File: config.mk
export PLATFORM = sky130hd
export DESIGN_NAME = width_upconv_hs
export DESIGN_NICKNAME = d
export VERILOG_FILES = /design/src/rtl/width_upconv_hs.sv
export SDC_FILE = /design/constraint.sdc
export NUM_CORES = 1
export LEC_CHECK = 0
export ABC_AREA = 1
export CAP_MARGIN = 0
export CORE_AREA = 2 2 97 99
export CTS_BUF_LIST = sky130_fd_sc_hd__clkbuf_16
export DETAILED_ROUTE_END_ITERATION = 10
export DIE_AREA = 0 0 99 101
export PLACE_DENSITY = 0.72
export REMOVE_ABC_BUFFERS = 1
export SYNTH_ARGS = -nofsm -noshare
export SYNTH_HDL_FRONTEND = slang
export SYNTH_SLANG_ARGS = --single-unit
File: constraint.sdc
create_clock -name clk -period 1.73 [get_ports clk]
set_input_delay 0.173 -clock clk [delete_from_list [all_inputs] [get_ports clk]]
set_output_delay 0.173 -clock clk [all_outputs]
set_load 0.01 [all_outputs]
File: src/rtl/width_upconv_hs.sv
// Narrow-to-wide beat packer with ready/valid on both sides, flush of partial
// words with a per-lane keep mask, and a one-word skid for downstream stalls.
module width_upconv_hs #(
  parameter int IN_W      = 8,
  parameter int RATIO     = 4,
  parameter int MSB_FIRST = 1
) (
  input  logic                  clk,
  input  logic                  reset_L,
  input  logic [IN_W-1:0]       data_in,
  input  logic                  valid_in,
  input  logic                  flush_in,
  output logic                  ready_in,
  output logic [IN_W*RATIO-1:0] data_out,
  output logic [RATIO-1:0]      keep_out,
  output logic                  valid_out,
  input  logic                  ready_out
);

  localparam int OUT_W = IN_W * RATIO;
  localparam int IDX_W = (RATIO > 1) ? $clog2(RATIO) : 1;
  localparam logic [IDX_W-1:0] LAST_IDX = IDX_W'(RATIO - 1);

  localparam logic [0:0] ST_ACC  = 1'b0;
  localparam logic [0:0] ST_PEND = 1'b1;

  logic [0:0]       state_q, state_d;
  logic [IDX_W-1:0] idx_q, idx_d;
  logic [OUT_W-1:0] acc_q, acc_d;
  logic [RATIO-1:0] mask_q, mask_d;
  logic [OUT_W-1:0] data_out_q, data_out_d;
  logic [RATIO-1:0] keep_out_q, keep_out_d;
  logic             valid_out_q, valid_out_d;

  logic             accept;
  logic             flush_go;
  logic             complete;
  logic             out_free;
  logic [RATIO-1:0] lane_hit;
  logic [OUT_W-1:0] word_ins;
  logic [RATIO-1:0] mask_ins;

  assign ready_in = reset_L & (state_q == ST_ACC);
  assign accept   = valid_in & ready_in;
  assign flush_go = flush_in & ready_in;
  assign out_free = ~valid_out_q | ready_out;

  // A flush with nothing buffered and no beat this cycle must not emit an empty word.
  assign complete = (accept & ((idx_q == LAST_IDX) | flush_in)) |
                    (flush_go & ~accept & (idx_q != '0));

  // Each physical lane knows which logical beat index lands in it.
  for (genvar gi = 0; gi < RATIO; gi++) begin : g_lane
    localparam int LOGICAL = (MSB_FIRST != 0) ? (RATIO - 1 - gi) : gi;
    assign lane_hit[gi] = accept & (idx_q == IDX_W'(LOGICAL));
    assign word_ins[IN_W*gi +: IN_W] = lane_hit[gi] ? data_in : acc_q[IN_W*gi +: IN_W];
    assign mask_ins[gi] = lane_hit[gi] | mask_q[gi];
  end

  always_comb begin
    state_d     = state_q;
    idx_d       = idx_q;
    acc_d       = acc_q;
    mask_d      = mask_q;
    data_out_d  = data_out_q;
    keep_out_d  = keep_out_q;
    valid_out_d = valid_out_q;

    if (valid_out_q && ready_out) begin
      valid_out_d = 1'b0;
    end

    case (state_q)
      ST_ACC: begin
        if (complete) begin
          if (out_free) begin
            data_out_d  = word_ins;
            keep_out_d  = mask_ins;
            valid_out_d = 1'b1;
            acc_d       = '0;
            mask_d      = '0;
          end else begin
            // Park the finished word in the accumulator until the output drains.
            acc_d   = word_ins;
            mask_d  = mask_ins;
            state_d = ST_PEND;
          end
          idx_d = '0;
        end else if (accept) begin
          acc_d  = word_ins;
          mask_d = mask_ins;
          idx_d  = idx_q + IDX_W'(1);
        end
      end
      ST_PEND: begin
        if (out_free) begin
          data_out_d  = acc_q;
          keep_out_d  = mask_q;
          valid_out_d = 1'b1;
          acc_d       = '0;
          mask_d      = '0;
          idx_d       = '0;
          state_d     = ST_ACC;
        end
      end
      default: begin
        state_d = ST_ACC;
      end
    endcase
  end

  always_ff @(posedge clk or negedge reset_L) begin
    if (!reset_L) begin
      state_q     <= ST_ACC;
      idx_q       <= '0;
      acc_q       <= '0;
      mask_q      <= '0;
      data_out_q  <= '0;
      keep_out_q  <= '0;
      valid_out_q <= 1'b0;
    end else begin
      state_q     <= state_d;
      idx_q       <= idx_d;
      acc_q       <= acc_d;
      mask_q      <= mask_d;
      data_out_q  <= data_out_d;
      keep_out_q  <= keep_out_d;
      valid_out_q <= valid_out_d;
    end
  end

  assign data_out  = data_out_q;
  assign keep_out  = keep_out_q;
  assign valid_out = valid_out_q;

endmodule

==> impl_metrics.tcl <==
set metrics [dict create \
    crit_fanout 2 \
    initial_utilization_pct 48.6 \
    place_inst 757 \
    maxSlewHeadroom_pct 60.6 \
    synth_area_um2 4360 \
    final_cell_mix "nand2_1, inv_1, dfrtp_1" \
    drt-total-wl_mm 11.2 \
    final_max_slew_viol_count 0 \
    post-route-util_pct 60.7 \
    gp_congestion 0.851 \
    fp.dieW_um 99 \
    syn_avg_cell_area_um2 7.15 \
    cp-start-kind "register" \
    layout_commonest_cell "nand2_1" \
    r2r_end "data_out[4]" \
    insertedDiodeCount 0 \
    hold_violations 0 \
    setup_violations 0 \
    drc_errors 0 \
    vias 4194 \
    post-route-period-util_pct 95.9 \
    stdcell_count 778 \
    grt_overflow 0 \
    period_minus_slack_ps 1660 \
    ff2ff_setup_slack_ps 130 \
    rsz0062_at_grt "false" \
    cp-end-kind "output port" \
    tritoncts "built" \
    p_switching_mw 3.30 \
    synth_top_cell_area_share_pct 43.6 \
    cap_violations 0 \
    intPower_mw 5.56 \
    yosysWarnings 0 \
    ant_nets 0 \
    yosysSeqAreaShare_pct 43.6 \
    avgRoutedWirePerCell_um 14.4 \
    coreArea_um2 8980 \
    cp.required_ps 1560 \
    timing.rr.start "state_q" \
    io_pins 51 \
    fin_nets 679 \
    swShare_pct 37.2 \
    skew_ps 7.48 \
    grt_pass1_wl_mm 18.8 \
    seqPwrFrac_pct 33.7 \
    critPathKind "reg2out" \
    multiInputGateArea_um2 1940 \
    die_y_um 101 \
    fillCellCount 793 \
    portBuffers 50 \
    grt_max_degree 47 \
    die-area_um2 10000 \
    syn_to_final_growth_pct 24.9 \
    cts_root_buffer "clkbuf_16" \
    antenna_found_initial 0 \
    seq_area_um2 1900 \
    hp-class "in2async" \
    max_freq_mhz 603 \
    ys_top_cells_by_area "dfrtp_1, nand2_1, nand3_1" \
    critPathLaunch "state_q" \
    synth.distinct_cells 21 \
    fin_area_um2 5450 \
    drive_gt1_share_pct 9.30 \
    cp_data_arrival_time_ps 1490 \
    rr_worst_depth 8 \
    ys_seq_elements 76 \
    clkTransAtPathRegs_ps 60 \
    clockBufferDepth 2 \
    outcome "finished, final reports clean" \
    first_pass_iters 5 \
    cts_max_level 3 \
    p_per_area_nw_per_um2 1630 \
    hpwl_mm 7.06 \
    max-vdd-ir-drop_mv 0.731 \
    clock_sinks 76 \
    drt_iter0_drc 301 \
    grtUsageTotal_pct 23.2 \
    yosysTopAreaCell "dfrtp_1" \
    tightest_slew_ps 591 \
    via_per_inst 5.39 \
    postSynthCellCount 610 \
    pwr-share-clk_pct 22.8 \
    rows 35 \
    clk_latency_ps 330 \
    cts_made_buffers 9 \
    p_leak_nw 3.12 \
    dpl-instance-area_um2 5080 \
    grt_pass1_vias 4028 \
    p_comb_share_pct 43.5 \
]
cell families (layout without fill, tap and decap cells):
| group | after synthesis | count (layout) | synth area share (%) |
|---|---|---|---|
| AOI/OAI and AO/OA | 38 | 38 | 4.44 |
| and+or+nand+nor | 372 | 372 | 38.6 |
| DFF | 76 | 76 | 43.6 |
| adders and majority gates | 4 | 4 | 1.15 |
| buffers and inverters | 120 | 177 | 12.2 |
worst max path at each step:
stage | slack (ps) | to
6_report | 70 | ready_in
5_1_grt | 30 | data_out[25]
4_1_cts | 60 | data_out[5]
3_5_place_dp | -30 | data_out[7]
3_3_place_gp | 20 | data_out[14]
2_1_floorplan | -1070 | acc_q[0]
stage by stage:
step                hold slack, ps  setup TNS (ps)  total power [mW]  setup WS, ps
finish                        58.6               0              8.86          70.4
global route                   129               0              9.54          25.9
detailed placement            41.4            -425              6.80         -30.8
global placement              38.8               0              6.63          24.4
floorplan                     -123          -67380              5.12         -1070
CTS                           91.3               0              8.87          58.3
synth_stat cells (all sizes together):
master,instances
o21ai,32
nand3,75
a21oi,6
inv,76
nand4,42
clkbuf,14
ha,4
dfrtp,76
nand2,189
nor2,66
buf,30
routing by layer:
layer	up-vias	wire (um)	share of wire (%)	GRT usage (%)
met2	175	5360	48	37.8
met4	0	265	2.4	10.6
met5	-	0	0	0
li1	2031	-	-	-
met1	1966	4860	43	30.8
met3	22	695	6.2	3.33
final cells by class:
cell class	instances	share of cell area (%)
clock buffer	9	4.13
sequential	76	34.9
tap	111	2.55
inverter	76	5.28
timing repair buffer	85	15.9
clock inverter	7	1.70
multi-input combinational	414	35.5
power groups by stage:
stage	combinational, mW	sequential, mW	clock (mW)
after global placement	3.67	2.96	0
after CTS	3.83	2.99	2.04
after global routing	4.35	3.09	2.11
after detailed placement	3.79	3.01	0
after floorplan	2.01	3.11	0
final	3.85	2.98	2.02
worst max-delay path: stages (launching register included):
cell and delay, ps:
dfrtp_1 410, inv_4 70, nand2_2 60, inv_1 80, clkdlybuf4s50_1 530
flip-flops by register name, indices dropped and copies added, names as in the netlist:
| name | count |
|---|---|
| keep_out | 4 |
| data_out | 32 |
| state_q | 1 |
| mask_q | 4 |
| idx_q | 2 |
| acc_q | 32 |
| valid_out | 1 |
repair_timing:
item,in CTS,in global routing
buffers inserted,1,2
pin swaps,0,0
setup endpoints to repair,1,41
hold buffers,2,0
hold endpoints to repair,5,0
gates resized for setup,1,1
cloned,0,0
(Power assumes the default switching activity.)
